--- config.mk ---
export PLATFORM = sky130hd
export DESIGN_NAME = hazard_scoreboard
export DESIGN_NICKNAME = d
export VERILOG_FILES = /design/src/rtl/hazard_scoreboard.sv
export SDC_FILE = /design/constraint.sdc
export NUM_CORES = 1
export LEC_CHECK = 0
export ABC_CLOCK_PERIOD_IN_PS = 6960
export CAP_MARGIN = 0
export CORE_MARGIN = 1.5
export CORE_UTILIZATION = 35
export CTS_CLUSTER_SIZE = 28
export DETAILED_ROUTE_END_ITERATION = 10
export PLACE_DENSITY = 0.68
export SETUP_SLACK_MARGIN = 0.15
export SLEW_MARGIN = 25
export SYNTH_ARGS = -nofsm -noshare
export SYNTH_HDL_FRONTEND = slang
export SYNTH_SLANG_ARGS = --single-unit
--- constraint.sdc ---
create_clock -name clk -period 6.96 [get_ports clk]
set_input_delay 1.392 -clock clk [delete_from_list [all_inputs] [get_ports clk]]
set_output_delay 1.392 -clock clk [all_outputs]
set_load 0.02 [all_outputs]
--- src/rtl/hazard_scoreboard.sv ---
// Forwarding, load-use and long-latency busy scoreboard hazard unit beside the ID stage.
// Optional stall-cycle counter is built when HAZARD_STALL_CNT_EN is defined.
module hazard_scoreboard #(
    parameter int unsigned NREG     = 32,
    parameter int unsigned AW       = 5,
    parameter int unsigned ZERO_REG = 0,
    parameter int unsigned RSV_REG  = 30,
    parameter int unsigned MAX_OUT  = 4,
    parameter int unsigned CW       = $clog2(MAX_OUT + 1)
) (
    input  logic            clk,
    input  logic            rst_sync,
    input  logic            id_valid,
    input  logic [AW-1:0]   rs,
    input  logic [AW-1:0]   rt,
    input  logic            use_rs,
    input  logic            use_rt,
    input  logic            id_wr,
    input  logic [AW-1:0]   id_rd,
    input  logic            id_is_lop,
    input  logic [AW-1:0]   rd_ex,
    input  logic [AW-1:0]   rd_mem,
    input  logic [AW-1:0]   rd_wb,
    input  logic            regwrite_ex,
    input  logic            regwrite_mem,
    input  logic            regwrite_wb,
    input  logic            kill_ex,
    input  logic            kill_mem,
    input  logic            kill_wb,
    input  logic            memread_ex,
    input  logic            lop_issue,
    input  logic [AW-1:0]   lop_rd,
    input  logic            lop_done,
    input  logic [AW-1:0]   lop_done_rd,
    output logic [2:0]      fwd_a,
    output logic [2:0]      fwd_b,
    output logic            stall,
    output logic [NREG-1:0] busy_vec,
    output logic [CW-1:0]   outstanding,
    output logic            sb_err,
    output logic [31:0]     stall_cnt
);

    function automatic logic exempt(input logic [AW-1:0] r);
        return (r == AW'(ZERO_REG)) || (r == AW'(RSV_REG));
    endfunction

    logic [NREG-1:0]      busy_q, busy_d, busy_eff;
    logic [CW-1:0]        out_q, out_d, out_eff;
    logic                 err_q, err_d;
    logic [1:0][AW-1:0]   src;
    logic [1:0]           use_src;
    logic [1:0][2:0]      fwd;
    logic [1:0]           src_hz;
    logic                 waw, st;
    logic                 done_v, issue_v, done_hit, same_reg, full_drop;

    // During reset the combinational view sees an empty scoreboard.
    assign busy_eff = rst_sync ? '0 : busy_q;
    assign out_eff  = rst_sync ? '0 : out_q;

    assign src     = {rt, rs};
    assign use_src = {use_rt, use_rs};

    always_comb begin
        fwd    = '0;
        src_hz = '0;
        for (int unsigned i = 0; i < 2; i++) begin
            if (!exempt(src[i])) begin
                if (regwrite_ex && !kill_ex && rd_ex == src[i]) begin
                    fwd[i] = 3'b001;
                end else if (regwrite_mem && !kill_mem && rd_mem == src[i]) begin
                    fwd[i] = 3'b010;
                end else if (regwrite_wb && !kill_wb && rd_wb == src[i]) begin
                    fwd[i] = 3'b011;
                end else if (lop_done && lop_done_rd == src[i]) begin
                    fwd[i] = 3'b100;
                end
                if (use_src[i]) begin
                    src_hz[i] = (memread_ex && !kill_ex && rd_ex == src[i])
                              || (busy_eff[src[i]] && !(lop_done && lop_done_rd == src[i]))
                              || (lop_issue && lop_rd == src[i]);
                end
            end
        end
    end

    // WAW has no completion bypass; it releases one cycle after done.
    assign waw = id_wr && !exempt(id_rd)
               && (busy_eff[id_rd] || (lop_issue && lop_rd == id_rd));
    assign st  = id_is_lop
               && (({1'b0, out_eff} + {{CW{1'b0}}, lop_issue}) >= (CW+1)'(MAX_OUT));

    assign fwd_a = fwd[0];
    assign fwd_b = fwd[1];
    assign stall = id_valid && (|src_hz || waw || st);

    always_comb begin
        done_v    = lop_done && !exempt(lop_done_rd);
        issue_v   = lop_issue && !exempt(lop_rd);
        done_hit  = done_v && busy_q[lop_done_rd];
        same_reg  = done_hit && issue_v && (lop_done_rd == lop_rd);
        full_drop = issue_v && (out_q == CW'(MAX_OUT)) && !done_hit;
        busy_d    = busy_q;
        if (done_hit) begin
            busy_d[lop_done_rd] = 1'b0;
        end
        if (issue_v && !full_drop) begin
            busy_d[lop_rd] = 1'b1;
        end
        err_d = err_q
              | (done_v && !busy_q[lop_done_rd])
              | (issue_v && busy_q[lop_rd] && !same_reg)
              | full_drop;
        out_d = '0;
        for (int unsigned i = 0; i < NREG; i++) begin
            out_d = out_d + CW'(busy_d[i]);
        end
    end

    always_ff @(posedge clk) begin
        if (rst_sync) begin
            busy_q <= '0;
            out_q  <= '0;
            err_q  <= 1'b0;
        end else begin
            busy_q <= busy_d;
            out_q  <= out_d;
            err_q  <= err_d;
        end
    end

    assign busy_vec    = busy_q;
    assign outstanding = out_q;
    assign sb_err      = err_q;

`ifdef HAZARD_STALL_CNT_EN
    logic [31:0] cnt_q;

    always_ff @(posedge clk) begin
        if (rst_sync) begin
            cnt_q <= '0;
        end else if (stall && cnt_q != 32'hFFFF_FFFF) begin
            cnt_q <= cnt_q + 32'd1;
        end
    end

    assign stall_cnt = cnt_q;
`else
    assign stall_cnt = '0;
`endif

endmodule

Word-level counts from Yosys, hierarchy flattened. Cells that the tools add are included.

Bits in registers: 36. Bits in latches: 0. RAM bits: 0. Bits in read-only memories: 0. Input port bits: 56. Output and inout bits: 75. Word-level logic and storage cells: 165. Memories: 0.

Add/subtract/negate cells: 32. Multiply operators: 0. Div/mod/pow operators: 0. Magnitude comparators: 8. Equal/unequal tests: 18. Shifts and indexed selects: 0. Mux-type cells: 32. Bitwise gates (word level): 6. Reductions and logical operators: 66.

Operator list (count): 32-bit 2-to-1 mux (3); 3-bit by 1-bit adder with 3-bit output (29); 5-bit equality test (12); 1-bit logical AND (36); 3-bit 2-to-1 mux (11); 32-bit bitwise AND (1); 32-bit NOT (1); 32-bit OR (1); 5-bit by 6-bit < comparator with 1-bit output (second input constant) (5); 1-bit binary-select mux with 5-bit select (5); 5-bit equality test (second input constant) (5); 5-bit logical NOT (5); 1-bit logical NOT (12); 1-bit logical OR (12); 1-bit 2-to-1 mux (11); 1-bit demux with 5-bit select (2); 5-bit by 1-bit greater-or-equal comparator with 1-bit output (second input constant) (2); 3-bit by 1-bit adder with 4-bit output (1); 4-bit by 3-bit greater-or-equal comparator with 1-bit output (second input constant) (1); 2-bit by 1-bit adder with 3-bit output (1); 3-bit equality test (second input constant) (1); 1-bit OR (3); 1-bit by 1-bit adder with 2-bit output (1); 2-bit OR reduction (1).

Longest topological paths before layout. Gate-level depths: netlist of the first run.

Depth after elaboration: 41. Depth in mapped cells: 25. Gate-level depth less buffers: 21.

Least setup slack after synthesis of the first run. Ideal clock, no wire load.

Path type: input to register. From: input lop_done_rd[0]. To: register out_q[2] (netlist: outstanding[2]). Library setup time: 0.128 ns. Arrival: 7.186 ns. Data required time: 6.832 ns. Path slack: -0.354 ns. Cell stages on the path: 21. Buffers on the path: 3. Cell sequence: buf_6 mux4_2 a221oi_2 o211a_4 buf_6 o21ai_4 buf_6 a32oi_1 fa_1 fa_1 fa_1 inv_1 fa_1 fa_1 fa_1 ha_1 fa_1 xnor2_1 xnor2_1 xnor2_1 nor2_1.

Word-level cells in the longest chain between the ends: 41. Elaborated cells on any way between the ends: 53. Those cells by class: 31 x add/sub; 2 x order compare; 1 x eq/ne; 6 x mux; 3 x bitwise; 10 x reduce/logical.

RTL lines: start, declared (RTL line 34) `input logic [AW-1:0] lop_done_rd,`; branches (longest 9 deep; another with 5-bit by 6-bit < comparator with 1-bit output); 32-bit 2-to-1 mux (*) (RTL line 108) `if (issue_v && !full_drop) begin`; 1-bit by 1-bit adder with 2-bit output (RTL line 117) `out_d = out_d + CW'(busy_d[i]);`; 2-bit by 1-bit adder with 3-bit output (RTL line 117); 3-bit by 1-bit adder with 3-bit output (28 in series) (RTL line 117); 3-bit by 1-bit adder with 3-bit output (*) (RTL line 117); end signal, assigned (RTL line 128) `out_q <= out_d;`; end, declared (RTL line 49) `logic [CW-1:0] out_q, out_d, out_eff;`.

Mark *: on every way between the ends. The select of a mux whose other input is x is not followed. A chain may end at the register's enable or synchronous reset.

Worst setup path in the final report of the first run. Ends and elaborated chain as after synthesis.

==> impl_metrics.csv, run 1 <==
group,metric,value,unit
clock_network,cts_hold_buf,0,
finish,syn2layout_area_growth,48.3,%
timing,setup_violations,2,
timing,fmax,0.138,GHz
critical_path,r2r-start,"busy_vec[23]$_SDFF_PP0_",
timing,min_period,7.26,ns
floorplanning,die_w,123,um
floorplanning,rows,43,
drt,drc,1,
drt,wl,21100,um
finish,nFillCells,1245,
critical_path,cp.arrival,7.42,ns
clock_network,insertion_delay,0.29,ns
timing,rsz0062_at_grt,"true",
yosys,yosys.area.top_type,"mux4_2",
yosys,synth-async-reset-ratio,0,%
finish,diodes,0,
flow_run,cap_violations,0,
finish,final_cell_area,7430,um^2
drt,via_count,5315,
timing,maxSlewHeadroom,39.6,%
clock_network,cts_buffer_depth,2,
finish,drive_gt1_share,32.9,%
pwr,leakage,2.79,nW
yosys,ys_seq_elements,36,
place,portBuffers,98,
clock_network,clk_pin_slew,0.06,ns
yosys,netlist_instances,530,
clock_network,cts_tree,"done",
critical_path,endpoint_kind,"flip-flop",
yosys,synthFlopType,"dfxtp_1",
drt,drt-wirelength-per-cell,23.2,um
floorplanning,initial_core_util,36.0,%
worst_hold_path,hp-start,"sb_err$_SDFF_PP0_",
yosys,netlist_area,5010,um^2
worst_hold_path,worst_hold_path_type,"reg -> reg",
run_status,status,"complete, but fails checks",
clock_network,root_buffer,"clkbuf_16",
worst_hold_path,min_path_cells,2,
floorplanning,dieHeight,123,um
drt,drt_iter0_drc,514,
timing,slew_viol_final,0,
timing,fin_crit_sh,104,%
clock_network,clock_sinks,36,
yosys,synth_top_cells_by_area,"mux4_2 19%, dfxtp_1 14%, fa_1 8.8%",
timing,tns,-0.310,ns
pwr,power_density,110,nW/um^2
drt,ant_nets,0,
yosys,post_synth.cell_area_avg,9.45,um^2
yosys,synth-seq-area-share,14.4,%
clock_network,htreeDepth,2,
worst_hold_path,worstHoldEndpoint,"sb_err$_SDFF_PP0_",
place,place_area,6830,um^2
grt,first_global_vias,5478,
critical_path,critical_path_class,"in -> reg",
yosys,yosys_warnings,0,
critical_path,worstPathMaxFanout,6,
grt,grt_start_max_net_pins,31,
critical_path,start_kind,"input pin",
critical_path,reg2reg_depth,20,
timing,skew,0.00805,ns
timing,worst_slew_pin_slew,0.903,ns
drt,drt-vias-per-instance,5.84,
critical_path,cp.required,7.12,ns
grt,grt_usage,28.1,%
grt,overflow,0,
place,place.gp.congestion,1.01,
yosys,synth_top_area_share,18.9,%
yosys,synth.distinct_cells,63,
critical_path,r2r_end,"outstanding[2]$_SDFF_PP0_",
grt,antenna_found_initial,0,
drt,first_pass_iters,8,
run_status,violations,"design-rule violations, negative setup slack",
critical_path,rrSetupSlack,0.58,ns
place,pre_cts_ws,-0.938,ns
floorplanning,fp.coreArea,13900,um^2
place,hpwlAfterDp,16100,um
yosys,synth_enable_flop_cells,0,
timing,hold_violations,0,
pwr,peakVddDrop,104,uV
finish,nets,809,
clock_network,numCtsBuffers,5,
floorplanning,die-area,15000,um^2
floorplanning,ios,131,
grt,grt_pass1_wl,31200,um
timing,fin_ws,-0.297,ns
cell families (layout without fill, tap and decap cells):
family	after synthesis	after routing	share of synthesized area [%]
buffers and inverters	104	272	11.2
muxes	47	47	19.9
and+or+nand+nor	167	167	19.0
other	1	32	0.0748
adders and majority gates	24	24	9.29
xor gates and xnor gates	67	67	11.7
AOI/OAI and AO/OA	84	85	14.4
DFF	36	36	14.4
state kept, by name, summed over array words and instances (netlist names):
name / flops
sb_err: 1
busy_vec: 32
outstanding: 3
worst max-delay path, cell delays in order:
cell,delay [ns]
buf_6,0.09
buf_12,0.13
buf_8,0.13
mux4_2,0.34
a221oi_2,0.07
o211a_4,0.28
buf_12,0.13
buf_16,0.12
or4_4,0.49
a32oi_4,0.21
fa_1,0.47
fa_1,0.51
inv_2,0.04
fa_2,0.58
fa_1,0.44
fa_1,0.51
fa_1,0.42
ha_2,0.19
fa_2,0.35
xnor2_2,0.15
xnor2_1,0.17
xnor2_1,0.14
nor2_1,0.06
cells in the mapped netlist (3+ instances only):
cell / count
mux4_2: 42
dfxtp_1: 36
xor2_1: 36
nor2_1: 35
buf_4: 32
xnor2_1: 31
inv_1: 28
fa_1: 22
clkbuf_1: 20
or4_1: 20
nand2_1: 18
a32oi_1: 12
nand4_1: 12
nor3_1: 11
a21oi_1: 10
and2_1: 10
buf_2: 10
buf_1: 9
nand2b_1: 9
nand3_1: 9
o21ai_0: 9
nor3b_1: 8
a22oi_1: 7
nor4_1: 7
a31oi_1: 6
nor2b_1: 6
and3_1: 5
buf_6: 5
nand3b_1: 5
a32oi_2: 4
o22ai_1: 4
o2bb2ai_1: 4
o32ai_1: 4
and3b_1: 3
mux2i_1: 3
layout make-up:
cell class	instances	area, um^2	share of cell area [%]
flip-flops and latches	36	721	9.70
clock buffers	6	129	1.73
repair buffers	236	2130	28.6
clock inverters	2	35.0	0.471
inverters	28	105	1.41
well taps	180	225	3.03
multi-input cells	422	4090	55.0
timing repair:
action | in CTS | in global routing
resized for setup | 50 | 7
pin swaps | 19 | 3
setup buffers | 18 | 2
cloned | 4 | 0
setup endpoints to repair | 3 | 2
hold endpoints to repair | 0 | 0
worst max-delay path by stage:
| stage | cells after the start | from | endpoint | slack, ns |
|---|---|---|---|---|
| after floorplan | 21 | lop_done_rd[0] | outstanding[2]$_SDFF_PP0_ | -0.17 |
| after global placement | 21 | lop_done_rd[4] | outstanding[2]$_SDFF_PP0_ | -0.89 |
| after detailed placement | 20 | lop_done_rd[0] | outstanding[2]$_SDFF_PP0_ | -0.94 |
| after CTS | 23 | lop_done_rd[0] | outstanding[2]$_SDFF_PP0_ | -0.28 |
| after global routing | 22 | lop_done_rd[0] | outstanding[2]$_SDFF_PP0_ | -0.52 |
| final | 23 | lop_done_rd[0] | outstanding[2]$_SDFF_PP0_ | -0.30 |
through the flow:
step,total power [W],cells,hold slack (ns),utilization (%)
finish,0.000819,910,0.619,53.3
global route,0.000855,910,0.627,53.3
CTS,0.000815,908,0.606,52.8
detailed placement,0.000532,878,0.587,49.0
global placement,0.000525,878,0.593,49.0
floorplan,0.000412,561,0.591,-
cells in the final DEF (no fill, tap or decap), types with 7 or more instances in the layout:
cell	n
buf_4	124
clkdlybuf4s50_1	93
mux4_2	42
xor2_1	36
dfxtp_1	36
nor2_1	34
conb_1	32
xnor2_1	30
inv_1	26
fa_1	20
nand2_1	18
or4_1	13
nand4_1	12
nor3_1	11
a21oi_1	10
nand3_1	9
nand2b_1	9
and2_1	9
o21ai_0	8
a32oi_2	8
nor4_1	7
or4_4	7
buf_6	7
report_power, final:
group | switching, W | internal, W
Sequential | 0.00000809 | 0.000213
Combinational | 0.000176 | 0.000161
Clock | 0.0000914 | 0.000169
Total | 0.000276 | 0.000543
per-layer routing:
layer  global-route usage (%)  up-vias  wire length (um)
met2                     46.9      339             10300
met4                     13.9        0               953
li1                         -     2315                 -
met3                     5.20       57              1990
met5                        0        -                 0
met1                     34.8     2604              7900
(Power assumes the default switching activity.)
==> run 2, diff against run 1 <==
Settings changed: CTS_BUF_LIST set to sky130_fd_sc_hd__clkbuf_2 sky130_fd_sc_hd__clkbuf_4 sky130_fd_sc_hd__clkbuf_8, REMOVE_ABC_BUFFERS set to 1.
==> impl_metrics.csv, run 2 (same netlist as run 1, synthesis figures left out) <==
group,metric,value,unit
clock_network,numCtsBuffers,5,
timing,fin_crit_sh,106,%
critical_path,crit_chain,"buf_12, buf_12, mux4_2, a221oi_4, o211a_4, buf_4, or4_1, a32oi_2, fa_1, fa_1, fa_1, inv_2, fa_1, fa_1, fa_1, ha_2, fa_2, xnor2_2, xnor2_2, xnor2_1, nor2_1",
timing,skew,0.00722,ns
clock_network,cts_tree,"done",
finish,largest_register_ffs,32,
place,portBuffers,98,
finish,final_common_cell,"buf_4",
clock_network,clk_pin_slew,0.08,ns
critical_path,r2r_end,"outstanding[2]$_SDFF_PP0_",
floorplanning,die-area,15000,um^2
timing,holdWs,0.581,ns
flow_run,cap_violations,0,
floorplanning,die_w,123,um
drt,wl,22000,um
critical_path,endpoint,"outstanding[2]$_SDFF_PP0_",
worst_hold_path,worst_hold_path_type,"reg -> reg",
timing,setup_violations,2,
timing,hold_violations,0,
drt,drc,0,
finish,drive_gt1_share,34.8,%
floorplanning,dieHeight,123,um
timing,rsz0062_at_grt,"true",
finish,syn2layout_area_growth,49.3,%
clock_network,htreeDepth,2,
critical_path,endpoint_kind,"flip-flop",
pwr,power_density,102,nW/um^2
critical_path,critical_path_class,"in -> reg",
grt,overflow,0,
finish,final_cell_mix,"150 x buf_4, 93 x clkdlybuf4s50_1, 42 x mux4_2, 36 x xor2_1, 36 x dfxtp_1",
critical_path,reg2reg_depth,19,
pwr,leakage,2.87,nW
pwr,peakVddDrop,95.7,uV
place,place_area,6850,um^2
timing,fin_ws,-0.423,ns
critical_path,start_kind,"input pin",
drt,drt_iter0_drc,669,
finish,layoutNonFillerInstCount,931,
critical_path,cp_num_buf_inv,4,
drt,drt-vias-per-instance,5.89,
clock_network,insertion_delay,0.31,ns
clock_network,cts_buffer_depth,2,
clock_network,root_buffer,"clkbuf_8",
timing,maxSlewHeadroom,40.4,%
timing,worst_slew_pin_slew,0.891,ns
drt,drt-wirelength-per-cell,23.6,um
floorplanning,ios,131,
finish,final_cell_area,7480,um^2
critical_path,cp.arrival,7.57,ns
timing,slew_viol_final,0,
place,hpwlAfterDp,16200,um
drt,via_count,5485,
clock_network,clock_sinks,36,
critical_path,worstPathMaxFanout,8,
critical_path,crit_slowest_cell,"fa_1",
drt,first_pass_iters,5,
place,place.gp.congestion,0.971,
drt,ant_nets,0,
grt,grt_usage,29.0,%
place,pre_cts_ws,-1.17,ns
floorplanning,rows,43,
critical_path,crit_family,"adder cells",
critical_path,path_depth,21,
floorplanning,fp.coreArea,13900,um^2
floorplanning,initial_core_util,36.0,%
place,dp_cells,888,
critical_path,r2r-start,"busy_vec[23]$_SDFF_PP0_",
run_status,status,"complete, but fails checks",
grt,grt_pass1_wl,32300,um
finish,diodes,0,
grt,first_global_vias,5566,
grt,grt_start_max_net_pins,19,
critical_path,critPathLaunch,"lop_done_rd[0]",
finish,nets,830,
critical_path,cp.required,7.15,ns
clock_network,cts_hold_buf,0,
run_status,violations,"negative setup slack",
timing,tns,-0.503,ns
grt,antenna_found_initial,0,
critical_path,rrSetupSlack,0.41,ns
timing,fmax,0.135,GHz
timing,min_period,7.38,ns
critical_path,critical_path.max_stage_delay,0.58,ns
critical_path,crit_top_cell,"fa_1",
-- run 2: cell count changes in the layout (fill, tap and decap cells not counted), moves of 2 or more --
cell	change
buf_2	+3
buf_4	+26
clkbuf_16	-5
buf_6	-3
clkbuf_8	+5
dlygate4sd2_1	-2
-- run 2: per-stage QoR --
stage | util (%) | power, W
after global placement | 49.2 | 0.000531
after detailed placement | 49.2 | 0.000536
final | 53.7 | 0.000765
after global routing | 53.7 | 0.000795
after CTS | 52.3 | 0.000747
after floorplan | - | 0.000364
-- run 2: how the worst min path moves through the flow --
stage | start | endpoint | slack (ns) | cells after the start
floorplan | busy_vec[0]$_SDFF_PP0_ | busy_vec[0]$_SDFF_PP0_ | 0.59 | 2
global route | sb_err$_SDFF_PP0_ | sb_err$_SDFF_PP0_ | 0.64 | 2
detailed placement | sb_err$_SDFF_PP0_ | sb_err$_SDFF_PP0_ | 0.55 | 2
finish | sb_err$_SDFF_PP0_ | sb_err$_SDFF_PP0_ | 0.58 | 2
global placement | sb_err$_SDFF_PP0_ | sb_err$_SDFF_PP0_ | 0.55 | 2
CTS | sb_err$_SDFF_PP0_ | sb_err$_SDFF_PP0_ | 0.58 | 2
-- run 2: cell type report --
type                    count  area (um^2)
fillers                  1228         6450
multi-input cells         422         4060
repair buffers            257         2260
flip-flops and latches     36          721
well taps                 180          225
inverters                  28          105
clock buffers               6         76.3
clock inverters             2         35.0
-- run 2: tightest hold or removal path: stages (launching register included) --
cell     delay [ns]
dfxtp_1        0.32
a21oi_1        0.12
a31oi_1        0.09
-- run 2: layer usage --
metal	vias up	part of all wire [%]	global-route usage (%)
li1	2352	-	-
met1	2692	38	36.1
met2	358	47	49.1
met3	83	9.2	5.39
met4	0	4.8	12.8
met5	-	0	0
-- run 2: timing repair --
item | in CTS | in global routing
gates cloned | 4 | 0
pin swaps | 25 | 19
gates resized for setup | 48 | 20
endpoints found under the setup margin | 3 | 2
hold endpoints to repair | 0 | 0
buffers inserted | 19 | 12
-- run 2: where the power goes --
part           switching (W)  internal (W)  leakage [nW]
combinational       0.000186      0.000165          2.52
clock              0.0000843      0.000110        0.0586
sequential        0.00000648      0.000213         0.291
total               0.000277      0.000488          2.87
==> run 3, diff against run 2 <==
Settings changed: CORE_ASPECT_RATIO set to 1.75.
==> impl_metrics.csv, run 3 (same netlist as run 1, synthesis figures left out) <==
group,metric,value,unit
run_status,status,"complete, but fails checks",
run_status,violations,"negative setup slack",
finish,multiInputGateArea,4040,um^2
critical_path,cp.arrival,7.41,ns
drt,via_count,5682,
clock_network,clk_pin_slew,0.07,ns
finish,final_common_cell,"buf_4",
worst_hold_path,worst_hold_path_type,"reg -> reg",
clock_network,root_buffer,"clkbuf_8",
floorplanning,initial_core_util,36.0,%
timing,slew_viol_final,0,
flow_run,cap_violations,0,
finish,nFillCells,1269,
critical_path,rrSetupSlack,0.62,ns
timing,holdWs,0.576,ns
timing,maxSlewHeadroom,42.6,%
grt,grt_pass1_wl,35100,um
drt,drt-wirelength-per-cell,25.8,um
critical_path,cp_num_buf_inv,5,
grt,first_global_vias,5847,
floorplanning,die_w,93.5,um
finish,diodes,0,
drt,drt-vias-per-instance,6.10,
critical_path,cp.required,7.14,ns
clock_network,numCtsBuffers,5,
finish,syn2layout_area_growth,49.8,%
finish,final_cell_mix,"147 x buf_4, 93 x clkdlybuf4s50_1, 42 x mux4_2, 36 x xor2_1, 36 x dfxtp_1",
drt,ant_nets,0,
drt,first_pass_iters,5,
timing,fin_ws,-0.272,ns
pwr,peakVddDrop,74.7,uV
place,portBuffers,98,
timing,skew,0.0100,ns
clock_network,insertion_delay,0.31,ns
critical_path,crit_chain,"buf_12, buf_12, mux4_2, a221oi_4, o211a_4, buf_6, o21ai_4, a32oi_1, buf_4, fa_1, fa_1, fa_1, inv_2, fa_1, fa_1, fa_1, ha_2, fa_2, xnor2_2, xnor2_2, xnor2_1, nor2_1",
critical_path,critical_path_class,"in -> reg",
finish,final_util,54.0,%
finish,nets,834,
clock_network,clock_sinks,36,
finish,drive_gt1_share,34.7,%
finish,regArea,721,um^2
grt,overflow,0,
place,hpwlAfterDp,18100,um
clock_network,cts_buffer_depth,2,
critical_path,critical_path.max_stage_delay,0.57,ns
floorplanning,fp.coreArea,13900,um^2
critical_path,start_kind,"input pin",
floorplanning,dieHeight,161,um
pwr,power_density,99.6,nW/um^2
critical_path,crit_slowest_cell,"fa_1",
floorplanning,die-area,15100,um^2
pwr,leakage,2.91,nW
clock_network,cts_hold_buf,0,
timing,setup_violations,2,
critical_path,crit_top_cell,"fa_1",
critical_path,worstPathMaxFanout,8,
finish,largest_register_ffs,32,
timing,fin_crit_sh,104,%
grt,grt_start_max_net_pins,35,
timing,fmax,0.138,GHz
timing,worst_slew_pin_slew,0.858,ns
grt,antenna_found_initial,0,
timing,hold_violations,0,
place,place.gp.congestion,0.984,
timing,rsz0062_at_grt,"true",
drt,wl,24000,um
floorplanning,ios,131,
clock_network,htreeDepth,2,
critical_path,crit_family,"adder cells",
drt,drc,0,
drt,drt_iter0_drc,461,
floorplanning,rows,57,
timing,min_period,7.23,ns
critical_path,endpoint_kind,"flip-flop",
grt,grt_usage,32.0,%
clock_network,cts_tree,"done",
[run 3: repair_timing]
action	CTS	global route
pin swaps	28	18
setup endpoints to repair	3	2
gates cloned	7	0
buffers inserted	17	2
hold endpoints to repair	0	0
gates resized for setup	66	7
[run 3: path summary, 6_finish.rpt]
check / startpoint / end / cells past startpoint
max reg2reg: busy_vec[10]$_SDFF_PP0_ / outstanding[2]$_SDFF_PP0_ / 20
min: sb_err$_SDFF_PP0_ / sb_err$_SDFF_PP0_ / 2
max: lop_done_rd[0] / outstanding[2]$_SDFF_PP0_ / 22
min reg2reg: sb_err$_SDFF_PP0_ / sb_err$_SDFF_PP0_ / 2
[run 3: cell type report]
type                       instances  area share (%)
sequential                        36            9.60
tap                              177            2.95
multi-input combinational        422            53.9
inverter                          28            1.40
clock buffer                       7            1.28
timing repair buffer             261            30.9
[run 3: stage by stage]
step / instances / worst slack, ns / total power (W) / setup TNS, ns / area (um^2)
detailed placement: 898 / -1.30 / 0.000544 / -2.89 / 6950
global placement: 898 / -1.23 / 0.000541 / -2.70 / 6950
finish: 931 / -0.272 / 0.000747 / -0.287 / 7500
global route: 931 / -0.452 / 0.000779 / -0.593 / 7500
floorplan: 485 / -0.737 / 0.000364 / -1.18 / 4670
CTS: 929 / -0.277 / 0.000740 / -0.279 / 7440
[run 3: worst register-to-register path: stages (launching register included)]
cell      delay, ns
dfxtp_1        0.52
mux4_2         0.34
a221oi_4       0.07
o211a_4        0.28
buf_4          0.15
or4_1          0.50
a32oi_1        0.19
buf_4          0.15
fa_1           0.44
fa_1           0.47
fa_1           0.51
inv_2          0.04
fa_1           0.48
fa_1           0.57
fa_1           0.44
ha_2           0.19
fa_2           0.35
xnor2_2        0.20
xnor2_2        0.13
xnor2_1        0.13
nor2_1         0.05
[run 3: where the power goes]
group	switching [W]	internal (W)
registers	0.00000644	0.000213
logic	0.000190	0.000167
clock network	0.0000831	0.0000883
total	0.000279	0.000468
[run 3: routing by layer]
layer,wire length (um),GRT usage (%)
met1,7620,32.0
met2,12000,55.3
met3,1860,5.79
met4,2550,28.0
met5,0,1.04
